==> src/rtl/alu_scan_display_if.sv <==
// rtl/alu_scan_display_if.sv - board-side signal bundle for the ALU scan display
//
// Purpose: groups the switch/button inputs and the display/LED outputs of
// alu_scan_display so the board wrapper and the bench connect through one port.
// Ports (signals):
//   sw    2*WIDTH  {B, A} operand switches
//   btnU  1        mode-advance button, active-high, asynchronous
//   an    DIGITS   anode enables, active-low
//   seg   7        segments GFEDCBA, active-low
//   dp    1        decimal point, active-low
//   led   2        {zero, carry}, active-high
// Modports: master drives sw/btnU (board or bench), slave is the display core.
interface alu_scan_display_if #(
  parameter int WIDTH = 4
);
  localparam int DIGITS = 3 * (WIDTH / 4) + 1;

  logic [2*WIDTH-1:0] sw;
  logic               btnU;
  logic [DIGITS-1:0]  an;
  logic [6:0]         seg;
  logic               dp;
  logic [1:0]         led;

  modport master (output sw, output btnU, input an, input seg, input dp, input led);
  modport slave  (input sw, input btnU, output an, output seg, output dp, output led);
endinterface

==> src/rtl/alu_scan_display.sv <==
// rtl/alu_scan_display.sv - four-operation ALU with multiplexed hex display
//
// Purpose: samples operands A/B from the switches, computes ADD/SUB/AND/XOR
// selected by a button-stepped mode, and scans A, B, the result and the mode
// digit onto an active-low seven-segment display. The carry/borrow is shown
// on the mode digit's decimal point and on led[0]; led[1] flags a zero result.
// Ports:
//   clk     system clock, rising edge
//   btnC_n  asynchronous active-low reset
//   bus     alu_scan_display_if slave: sw, btnU in; an, seg, dp, led out
module alu_scan_display #(
  parameter int WIDTH     = 4,
  parameter int DIVIDE_BY = 1
) (
  input  logic                 clk,
  input  logic                 btnC_n,
  alu_scan_display_if.slave    bus
);

  localparam int NIB    = WIDTH / 4;
  localparam int DIGITS = 3 * NIB + 1;
  localparam int IDXW   = $clog2(DIGITS);
  localparam int PW     = $clog2(2 * DIVIDE_BY);

  localparam logic [IDXW-1:0] LAST_IDX = IDXW'(DIGITS - 1);
  localparam logic [IDXW-1:0] MODE_IDX = IDXW'(3 * NIB);
  localparam logic [PW-1:0]   PTERM    = PW'(2 * DIVIDE_BY - 1);

  logic [WIDTH-1:0]  r_a, r_b, r_res;
  logic              r_carry, r_zero;
  logic [1:0]        r_mode;
  logic              r_sync1, r_sync2, r_sync3;
  logic [1:0]        r_vld;
  logic              r_armed;
  logic [PW-1:0]     r_presc;
  logic [IDXW-1:0]   r_idx;
  logic [DIGITS-1:0] r_an;
  logic [6:0]        r_seg;
  logic              r_dp;

  logic [WIDTH:0]    w_sum, w_diff;
  logic [WIDTH-1:0]  w_res;
  logic              w_carry;
  logic              w_rise;
  logic [4*DIGITS-1:0] w_disp;
  logic [3:0]        w_nib;

  function automatic logic [6:0] f_glyph(input logic [3:0] n);
    case (n)
      4'h0: f_glyph = 7'b1000000;
      4'h1: f_glyph = 7'b1111001;
      4'h2: f_glyph = 7'b0100100;
      4'h3: f_glyph = 7'b0110000;
      4'h4: f_glyph = 7'b0011001;
      4'h5: f_glyph = 7'b0010010;
      4'h6: f_glyph = 7'b0000010;
      4'h7: f_glyph = 7'b1111000;
      4'h8: f_glyph = 7'b0000000;
      4'h9: f_glyph = 7'b0010000;
      4'hA: f_glyph = 7'b0001000;
      4'hB: f_glyph = 7'b0000011;
      4'hC: f_glyph = 7'b1000110;
      4'hD: f_glyph = 7'b0100001;
      4'hE: f_glyph = 7'b0000110;
      default: f_glyph = 7'b0001110;
    endcase
  endfunction

  // The synchroniser flops reset to 0, which looks like a released button.
  // r_vld marks when r_sync2 holds a genuine sample, and r_armed only sets
  // once that genuine sample is low, so a button held through reset release
  // never counts as a press.
  assign w_rise = r_sync2 & ~r_sync3 & r_armed;

  always_comb begin
    w_sum   = {1'b0, r_a} + {1'b0, r_b};
    w_diff  = {1'b0, r_a} - {1'b0, r_b};
    w_res   = '0;
    w_carry = 1'b0;
    case (r_mode)
      2'd0: begin w_res = w_sum[WIDTH-1:0];  w_carry = w_sum[WIDTH];  end
      2'd1: begin w_res = w_diff[WIDTH-1:0]; w_carry = w_diff[WIDTH]; end
      2'd2: w_res = r_a & r_b;
      default: w_res = r_a ^ r_b;
    endcase
  end

  // Digit index 0 is the rightmost anode: A nibbles, then B, then R, then mode.
  assign w_disp = {2'b00, r_mode, r_res, r_b, r_a};

  always_comb begin
    w_nib = '0;
    for (int k = 0; k < DIGITS; k++) begin
      if (r_idx == IDXW'(k)) w_nib = w_disp[4*k +: 4];
    end
  end

  always_ff @(posedge clk or negedge btnC_n) begin
    if (!btnC_n) begin
      r_a     <= '0;
      r_b     <= '0;
      r_res   <= '0;
      r_carry <= 1'b0;
      r_zero  <= 1'b0;
      r_mode  <= 2'd0;
      r_sync1 <= 1'b0;
      r_sync2 <= 1'b0;
      r_sync3 <= 1'b0;
      r_vld   <= 2'b00;
      r_armed <= 1'b0;
      r_presc <= '0;
      r_idx   <= '0;
      r_an    <= '1;
      r_seg   <= 7'b1111111;
      r_dp    <= 1'b1;
    end else begin
      r_a     <= bus.sw[WIDTH-1:0];
      r_b     <= bus.sw[2*WIDTH-1:WIDTH];
      r_res   <= w_res;
      r_carry <= w_carry;
      r_zero  <= (w_res == '0);

      r_sync1 <= bus.btnU;
      r_sync2 <= r_sync1;
      r_sync3 <= r_sync2;
      r_vld   <= {r_vld[0], 1'b1};
      if (r_vld[1] && !r_sync2) r_armed <= 1'b1;
      if (w_rise) r_mode <= r_mode + 2'd1;

      if (r_presc == PTERM) begin
        r_presc <= '0;
        r_idx   <= (r_idx == LAST_IDX) ? '0 : r_idx + IDXW'(1);
      end else begin
        r_presc <= r_presc + PW'(1);
      end

      r_an  <= ~(DIGITS'(1) << r_idx);
      r_seg <= f_glyph(w_nib);
      r_dp  <= ~((r_idx == MODE_IDX) && r_carry);
    end
  end

  assign bus.an  = r_an;
  assign bus.seg = r_seg;
  assign bus.dp  = r_dp;
  assign bus.led = {r_zero, r_carry};

endmodule

==> src/flat_wrapper.sv <==
// flat-port wrapper written by rule: the top's interface ports become plain ports
module alu_scan_display_flat 
#(
  parameter int WIDTH     = 4,
  parameter int DIVIDE_BY = 1
)
  (clk, btnC_n, bus_sw, bus_btnU, bus_an, bus_seg, bus_dp, bus_led);
  alu_scan_display_if #(.WIDTH(WIDTH)) bus_i ();
  input  logic clk;
  input  logic btnC_n;
  input wire logic [$bits(bus_i.sw)-1:0] bus_sw;
  input wire logic [$bits(bus_i.btnU)-1:0] bus_btnU;
  output wire logic [$bits(bus_i.an)-1:0] bus_an;
  output wire logic [$bits(bus_i.seg)-1:0] bus_seg;
  output wire logic [$bits(bus_i.dp)-1:0] bus_dp;
  output wire logic [$bits(bus_i.led)-1:0] bus_led;
  assign bus_i.sw = bus_sw;
  assign bus_i.btnU = bus_btnU;
  assign bus_an = bus_i.an;
  assign bus_seg = bus_i.seg;
  assign bus_dp = bus_i.dp;
  assign bus_led = bus_i.led;
  alu_scan_display #(.WIDTH(WIDTH), .DIVIDE_BY(DIVIDE_BY)) u_core (.clk(clk), .btnC_n(btnC_n), .bus(bus_i));
endmodule
==> config.mk <==
export PLATFORM = sky130hd
export DESIGN_NAME = alu_scan_display_flat
export DESIGN_NICKNAME = d
export VERILOG_FILES = /design/src/rtl/alu_scan_display_if.sv /design/src/rtl/alu_scan_display.sv /design/src/flat_wrapper.sv
export SDC_FILE = /design/constraint.sdc
export NUM_CORES = 1
export LEC_CHECK = 0
export CAP_MARGIN = 10
export CORE_ASPECT_RATIO = 1.75
export CORE_UTILIZATION = 49
export DETAILED_ROUTE_END_ITERATION = 8
export PLACE_DENSITY = 0.83
export SKIP_CTS_REPAIR_TIMING = 1
export SLEW_MARGIN = 15
export SYNTH_ARGS = -nofsm -noshare
export SYNTH_HDL_FRONTEND = slang
export SYNTH_SLANG_ARGS = --single-unit
==> constraint.sdc <==
create_clock -name clk -period 2 [get_ports clk]
set_input_delay 0.2 -clock clk [delete_from_list [all_inputs] [get_ports clk]]
set_output_delay 0.2 -clock clk [all_outputs]
set_load 0.01 [all_outputs]
==> qor.yml, run 1 <==
place:
  port_buffers: 24
  placed_cell_area_sq_um: 2430
  dpl.hpwl_mm: 3.18
  gp_congestion: 0.871
  place_ws_ns: -0.0745
synthesis:
  postSynthAreaPerCell_sq_um: 11.4
  syn-num-nets: 210
  synth_top_family_by_area: "compound AO/OA/AOI/OAI gates"
  syn_area_sq_um: 2000
  synth_area_leaders: "dfrtp_1, dfstp_2, ha_1"
  synth_top_cell_area_share_pct: 31.3
  synth_top_cell_by_area: "dfrtp_1"
  synth_cells: 175
  synthFlopType: "dfrtp_1"
  ys_ff_latch: 37
  synthArstFlopShare_pct: 100
  synthAdderAreaFrac_pct: 15.8
  synth_xor_area_share_pct: 0.878
  synthSimpleGateAreaFrac_pct: 12.0
  synth.distinct_cells: 48
  synth-compound-area-share_pct: 16.1
  synthMuxAreaShare_pct: 1.13
  yosysSeqAreaShare_pct: 47.1
  synth_edf_count: 0
  yosysWarnings: 0
detailed_routing:
  wl_met3_um: 118
  num_vias: 1467
  highest_layer: "met4"
  viasPerCell: 5.37
  wl_met1_mm: 1.47
  ant_nets: 0
  first_pass_iters: 4
  wl_mm: 4.28
  dr_wl_met2_mm: 2.53
  routedWlPerCell_um: 15.7
  dr.first_iter.drc_count: 60
  drc: 0
global_routing:
  grt_start_max_net_pins: 38
  grt_overflow: 0
  grt_pass1_wl_mm: 6.76
  antenna_found_initial: 0
  track_usage_pct: 21.9
  grt_pass1_vias: 1503
timing:
  fin_ws_ns: -0.00321
  timing.fmax_mhz: 499
  hold_viol: 21
  setup_violations: 1
  fin_crit_sh_pct: 100
  drv_slew: 0
  relSlewSlack_pct: 46.4
  fin_crit_ns: 2.00
  timing_worst_slew_pin_value_ns: 0.804
  rsz0062_at_grt: "yes"
  finalClockSkew_ns: 0.00700
  whs_ns: -0.00675
critical_path:
  required_ns: 2.23
  cp.arrival_ns: 2.23
  cp-endpoint: "u_core.bus.seg[3]$_DFF_PN1_"
  regToRegSetupSlack_ns: -0.003
  rr_worst_depth: 10
  endpoint_kind: "register"
  critPathLaunch: "u_core.r_idx[0]$_DFFE_PN0P_"
  critPathMaxFanout: 5
  reg2reg_from: "u_core.r_idx[0]$_DFFE_PN0P_"
  rr_endpoint: "u_core.bus.seg[3]$_DFF_PN1_"
  start_kind: "register"
  path_class: "register to register"
power:
  power_density_nw_per_um2: 808
  p_leak_nw: 1.17
  peakVddDrop_mv: 0.481
  p_total_mw: 2.12
finish:
  nets: 259
  area_delta_synth_final_pct: 31.5
  fillers: 316
  fin_util_pct: 67.2
  finalInstanceArea_sq_um: 2630
  drive_above_1_share_pct: 36.9
  insertedDiodeCount: 0
clock_network:
  clk_latency_ns: 0.30
  path_clk_slew_ns: 0.07
  ctsHtreeMaxLevel: 2
  cts.sinks: 37
  cts_tree: "done"
  tritoncts.num_buffers: 5
  cts-root-buf: "clkbuf_8"
  clockBufferDepth: 2
die:
  die_area_sq_um: 4340
  ioPinCount: 25
  die_height_um: 86.4
  core_region_area_sq_um: 3900
  initial_core_util_pct: 51.1
  rows: 30
  die_w_um: 50.2
outcome:
  violations: "negative hold slack, negative setup slack"
  status: "finished with violations"
hold_path:
  worstHoldPathType: "primary input to async pin"
flow_run:
  drv_cap: 0
-- flip-flops by register name, indices dropped and copies added, names as in the netlist, 2 cells and up --
name            flops
u_core.bus.seg      7
u_core.r_res        4
u_core.bus.an       4
u_core.r_b          4
u_core.r_vld        2
u_core.r_a          4
u_core.r_idx        2
u_core.r_mode       2
-- layout by cell type (no fill, tap or decap), drive strengths merged, types with 2 or more instances in the layout --
| cell | count |
|---|---|
| a21o | 3 |
| a21oi | 9 |
| fa | 2 |
| ha | 22 |
| buf | 26 |
| a22oi | 3 |
| nor3 | 5 |
| nand3 | 4 |
| clkinv | 2 |
| clkbuf | 6 |
| clkdlybuf4s50 | 23 |
| a211oi | 3 |
| mux2 | 2 |
| o21ai | 11 |
| dfrtp | 25 |
| inv | 23 |
| o22ai | 3 |
| nor2 | 3 |
| nand2b | 2 |
| dfstp | 12 |
| and3b | 2 |
| nand3b | 6 |
| nand2 | 7 |
| o31ai | 2 |
| and2 | 2 |
-- kinds of logic after synthesis --
kind of cell / after synthesis
compound gates: 43
fa+ha+maj: 24
buf+inv: 30
xor+xnor: 2
flops: 37
simple gates: 36
mux: 2
other cells: 1
-- Yosys cell counts (2+ instances only) --
library cell,n
a211oi_1,3
a21o_1,2
a21oi_1,8
a22oi_1,3
buf_2,3
buf_4,3
dfrtp_1,25
dfstp_2,12
fa_1,2
ha_1,22
inv_1,23
mux2_2,2
nand2_1,7
nand2b_1,2
nand3_1,4
nand3b_1,5
nor2_1,3
nor3_1,4
o21ai_0,10
o22ai_1,3
o31ai_1,2
-- worst min-delay path by stage --
stage,startpoint,end,slack [ns],cells past startpoint
4_1_cts,btnC_n,u_core.r_a[3]$_DFF_PN0_,0.02,1
3_5_place_dp,btnC_n,u_core.r_a[3]$_DFF_PN0_,0.34,1
6_report,btnC_n,u_core.r_res[0]$_DFF_PN0_,-0.007,1
2_1_floorplan,btnC_n,u_core.r_a[0]$_DFF_PN0_,-0.1,0
3_3_place_gp,btnC_n,u_core.r_b[3]$_DFF_PN0_,0.31,1
5_1_grt,btnC_n,u_core.r_presc$_DFF_PN0_,0.06,1
-- per-layer routing --
| layer | track usage, % | up-vias |
|---|---|---|
| met5 | 0 | - |
| met4 | 13.0 | 0 |
| met3 | 4.91 | 13 |
| met2 | 42.4 | 37 |
| met1 | 19.4 | 721 |
| li1 | - | 696 |
-- stage by stage --
stage / std cells / setup TNS, ns
6_report: 273 / -0.00321
5_1_grt: 273 / -0.571
4_1_cts: 270 / -0.394
3_5_place_dp: 262 / -0.266
3_3_place_gp: 262 / -0.0446
2_1_floorplan: 175 / 0
-- critical path, stage by stage, from the launching register on --
cell	delay, ns
dfrtp_2	0.46
inv_4	0.09
ha_2	0.18
inv_2	0.07
o31ai_4	0.21
o311ai_4	0.17
buf_6	0.16
ha_1	0.19
mux2_2	0.27
nand2_1	0.08
o21ai_2	0.05
-- final cells by class --
class	instances	area, sq um	area share, %
Clock inverter	2	10.0	0.381
Multi-Input combinational cell	108	1020	39.0
Timing Repair Buffer	49	427	16.3
Inverter	23	88.8	3.38
Sequential cell	37	943	35.9
Tap cell	48	60.1	2.29
Clock buffer	6	72.6	2.76
-- power breakdown --
group	internal, mW	switching [mW]
combinational	0.317	0.365
clock	0.241	0.264
sequential	0.861	0.0723
Power figures use the tool's default switching activity.
==> inputs of run 2 (changes only) <==
- CELL_PAD_IN_SITES_DETAIL_PLACEMENT: unset -> 2
- CELL_PAD_IN_SITES_GLOBAL_PLACEMENT: unset -> 2
- CORE_UTILIZATION: 49 -> 33
==> qor.yml, run 2 (synthesized netlist as in run 1, its figures left out) <==
power:
  p_int_mw: 1.52
  swShare_pct: 35.0
  comb_power_share_pct: 35.3
  power_density_nw_per_um2: 824
  p_sw_uw: 817
  p_total_mw: 2.34
  p_leak_nw: 1.25
  peakVddDrop_mv: 0.422
  seqPwrFrac_pct: 40.2
  clock_power_share_pct: 24.5
critical_path:
  endpoint_kind: "register"
  slowest_delay_ns: 0.43
  worst_path_max_delay_cell: "dfrtp_2"
  critPathMaxFanout: 4
  regToRegSetupSlack_ns: -0.09
  path_cells: "inv_2 -> ha_4 -> inv_2 -> o31ai_4 -> o311ai_4 -> buf_4 -> ha_1 -> mux2_2 -> nand2_1 -> o21ai_2"
  cp.arrival_ns: 2.33
  crit_top_cell: "inv_2"
  start_kind: "register"
  crit_family: "compound AO/OA/AOI/OAI gates"
  cp_num_buf_inv: 3
  required_ns: 2.24
  path_class: "register to register"
die:
  ioPinCount: 25
  die_height_um: 105
  die_w_um: 60.8
  die_area_sq_um: 6370
  initial_core_util_pct: 34.2
  core_region_area_sq_um: 5830
  rows: 37
timing:
  timing_worst_slew_pin_value_ns: 0.826
  fin_crit_sh_pct: 104
  hold_viol: 25
  relSlewSlack_pct: 44.9
  fin_ws_ns: -0.0865
  setup_violations: 4
  fin_crit_ns: 2.09
  rsz0062_at_grt: "yes"
  timing.fmax_mhz: 479
  whs_ns: -0.0167
  finalClockSkew_ns: 0.00246
  drv_slew: 0
finish:
  insertedDiodeCount: 0
  final_common_cell: "buf_4"
  layout_common_cells: "buf_4, dfrtp_1, clkdlybuf4s50_1, inv_1, ha_1"
  drive_above_1_share_pct: 42.0
  largest_reg_flops: 7
  area_delta_synth_final_pct: 42.0
  nets: 272
clock_network:
  path_clk_slew_ns: 0.08
  clockBufferDepth: 2
  cts.sinks: 37
  ctsHtreeMaxLevel: 2
  tritoncts.num_buffers: 5
  clk_latency_ns: 0.31
  cts-root-buf: "clkbuf_8"
  cts_tree: "done"
outcome:
  violations: "negative hold slack, negative setup slack"
  status: "finished with violations"
detailed_routing:
  num_vias: 1557
  dr.first_iter.drc_count: 54
  first_pass_iters: 3
  wl_mm: 6.06
  drc: 0
  ant_nets: 0
  viasPerCell: 4.93
  routedWlPerCell_um: 19.2
place:
  dpl.hpwl_mm: 4.42
  gp_congestion: 0.817
  port_buffers: 24
global_routing:
  antenna_found_initial: 0
  grt_start_max_net_pins: 38
  track_usage_pct: 21.1
  grt_pass1_vias: 1894
  grt_overflow: 0
  grt_pass1_wl_mm: 9.40
hold_path:
  worstHoldPathType: "primary input to async pin"
flow_run:
  drv_cap: 0
## run 2: metal layers
metal  up-vias  routed length (um)  track usage, %
li1        718                   -               -
met1       788                2110            18.9
met2        34                3510            40.0
met3        17                 132            3.34
met4         0                 306            13.1
met5         -                   0               0
## run 2: cell type report
class	count	area [sq um]
clock buffer	7	86.3
clock inverter	1	7.51
fill	601	3000
inverter	23	86.3
multi-input combinational	108	1090
sequential	37	942
tap	78	97.6
timing repair buffer	62	524
## run 2: power groups by stage
stage / clock network (mW) / registers (mW) / logic, mW
floorplan: 0 / 0.933 / 0.421
global placement: 0 / 0.940 / 0.689
detailed placement: 0 / 0.948 / 0.722
CTS: 0.573 / 0.938 / 0.746
global route: 0.613 / 0.953 / 0.889
finish: 0.573 / 0.938 / 0.823
## run 2: worst reg2reg max path, cell delays in order (launching register included)
cell and delay [ns]:
dfrtp_2 0.43, inv_2 0.11, ha_4 0.16, inv_2 0.08, o31ai_4 0.30, o311ai_4 0.17, buf_4 0.17, ha_1 0.20
mux2_2 0.28, nand2_1 0.09, o21ai_2 0.06
## run 2: path summary, 6_finish.rpt
| path | from | endpoint | cells past startpoint |
|---|---|---|---|
| max | u_core.r_idx[1]$_DFFE_PN0P_ | u_core.bus.seg[3]$_DFF_PN1_ | 10 |
| min | btnC_n | u_core.r_mode[0]$_DFFE_PN0P_ | 1 |
| max reg2reg | u_core.r_idx[1]$_DFFE_PN0P_ | u_core.bus.seg[3]$_DFF_PN1_ | 10 |
| min reg2reg | u_core.r_vld[0]$_DFF_PN0_ | u_core.r_vld[1]$_DFF_PN0_ | 0 |
| max in group asynchronous | btnC_n | u_core.r_idx[1]$_DFFE_PN0P_ | 1 |
| min in group clk | bus_sw[5] | u_core.r_b[1]$_DFF_PN0_ | 1 |
## run 2: through the flow
step,worst slack [ns],std cells,setup TNS [ns],util [%],cell area [sq um]
global route,-0.178,316,-0.827,48.6,2830
detailed placement,-0.184,300,-0.644,43.4,2530
global placement,-0.0670,300,-0.0670,43.4,2530
finish,-0.0865,316,-0.230,48.6,2830
CTS,-0.300,308,-1.30,45.0,2620
floorplan,0.0135,175,0,-,2020
==> inputs of run 3 (changes only) <==
- CTS_CLUSTER_SIZE: unset -> 14
- SKIP_LAST_GASP: unset -> 1
- SLEW_MARGIN: 15 -> 20
==> qor.yml, run 3 (synthesized netlist as in run 1, its figures left out) <==
critical_path:
  cp.arrival_ns: 2.33
  rr_endpoint: "u_core.bus.seg[3]$_DFF_PN1_"
  rr_worst_depth: 10
  crit_top_cell: "inv_2"
  start_kind: "register"
  regToRegSetupSlack_ns: -0.09
  reg2reg_from: "u_core.r_idx[1]$_DFFE_PN0P_"
  worst_path_max_delay_cell: "dfrtp_2"
  path_class: "register to register"
  critPathMaxFanout: 4
  slowest_delay_ns: 0.43
  endpoint_kind: "register"
  cp-endpoint: "u_core.bus.seg[3]$_DFF_PN1_"
  required_ns: 2.24
  critPathLaunch: "u_core.r_idx[1]$_DFFE_PN0P_"
  path_cells: "inv_2 -> ha_4 -> inv_2 -> o31ai_4 -> o311ai_4 -> buf_4 -> ha_1 -> mux2_2 -> nand2_1 -> o21ai_2"
finish:
  insertedDiodeCount: 0
  largest_reg_flops: 7
  layout_common_cells: "buf_4, dfrtp_1, clkdlybuf4s50_1, inv_1, ha_1"
  drive_above_1_share_pct: 41.6
  final_common_cell: "buf_4"
  fillers: 602
  nets: 272
  fin_util_pct: 48.5
  area_delta_synth_final_pct: 41.9
flow_run:
  drv_cap: 0
die:
  initial_core_util_pct: 34.2
  die_area_sq_um: 6370
  ioPinCount: 25
  die_w_um: 60.8
  die_height_um: 105
  core_region_area_sq_um: 5830
  rows: 37
timing:
  fin_crit_ns: 2.09
  rsz0062_at_grt: "yes"
  relSlewSlack_pct: 45.0
  setup_violations: 5
  finalClockSkew_ns: 0.00266
  timing_worst_slew_pin_value_ns: 0.825
  whs_ns: -0.0174
  hold_viol: 25
  fin_crit_sh_pct: 104
  drv_slew: 0
  timing.fmax_mhz: 479
  fin_ws_ns: -0.0864
detailed_routing:
  num_vias: 1561
  viasPerCell: 4.94
  wl_mm: 6.04
  drc: 0
  routedWlPerCell_um: 19.1
  dr.first_iter.drc_count: 51
  first_pass_iters: 4
  ant_nets: 0
global_routing:
  track_usage_pct: 21.1
  grt_pass1_vias: 1894
  grt_pass1_wl_mm: 9.40
  antenna_found_initial: 0
  grt_start_max_net_pins: 38
  grt_overflow: 0
place:
  place_ws_ns: -0.184
  gp_congestion: 0.817
  port_buffers: 24
  dpl.hpwl_mm: 4.42
power:
  p_total_mw: 2.33
  p_leak_nw: 1.25
  peakVddDrop_mv: 0.423
  power_density_nw_per_um2: 824
clock_network:
  ctsHtreeMaxLevel: 2
  clockBufferDepth: 2
  cts_tree: "done"
  tritoncts.num_buffers: 5
  cts-root-buf: "clkbuf_8"
  clk_latency_ns: 0.31
  cts.sinks: 37
  path_clk_slew_ns: 0.08
hold_path:
  worstHoldPathType: "primary input to async pin"
outcome:
  violations: "negative hold slack, negative setup slack"
  status: "finished with violations"
## run 3: cell counts in the layout (fill, tap and decap cells not counted)
Identical to the previous run, type by type.
## run 3: worst min-delay path by stage
stage / endpoint / depth (start not counted)
after floorplan: u_core.r_a[0]$_DFF_PN0_ / 0
after global placement: u_core.r_sync2$_DFF_PN0_ / 0
after detailed placement: u_core.r_vld[1]$_DFF_PN0_ / 0
after CTS: u_core.r_mode[0]$_DFFE_PN0P_ / 1
after global routing: u_core.r_b[1]$_DFF_PN0_ / 1
final: u_core.r_mode[0]$_DFFE_PN0P_ / 1
## run 3: power by group
group,leakage [nW],switching [mW],internal [mW]
Clock,0.0445,0.293,0.280
Combinational,0.788,0.446,0.377
Sequential,0.421,0.0773,0.861
## run 3: metrics by stage
stage	setup TNS, ns	instances	area (sq um)
after floorplan	0	175	2020
after global routing	-0.831	316	2830
final	-0.235	316	2830
after detailed placement	-0.644	300	2530
after CTS	-1.30	308	2620
after global placement	-0.0670	300	2530
## run 3: cell type report
type                       instances  area, sq um  area share [%]
tap                               78         97.6            3.45
sequential                        37          942            33.3
clock buffer                       7         86.3            3.05
timing repair buffer              62          524            18.5
multi-input combinational        108         1090            38.4
clock inverter                     1         7.51           0.265
inverter                          23         86.3            3.05
## run 3: metal layers
layer	vias to the layer above	wire, um	GRT usage (%)	part of all wire (%)
met5	-	0	0	0
met2	38	3500	40.0	58
met1	787	2090	18.9	35
met3	19	140	3.34	2.3
met4	0	312	13.1	5.2
li1	717	-	-	-
## run 3: worst max-delay path, delay by kind of cell, from the launching register on
kind | cells | cell delay, ns
AND/OR/NAND/NOR | 1 | 0.09
adder cells (fa/ha/maj) | 2 | 0.35
flip-flops | 1 | 0.43
buffers and inverters | 3 | 0.36
AO/OA/AOI/OAI | 3 | 0.52
multiplexers | 1 | 0.28
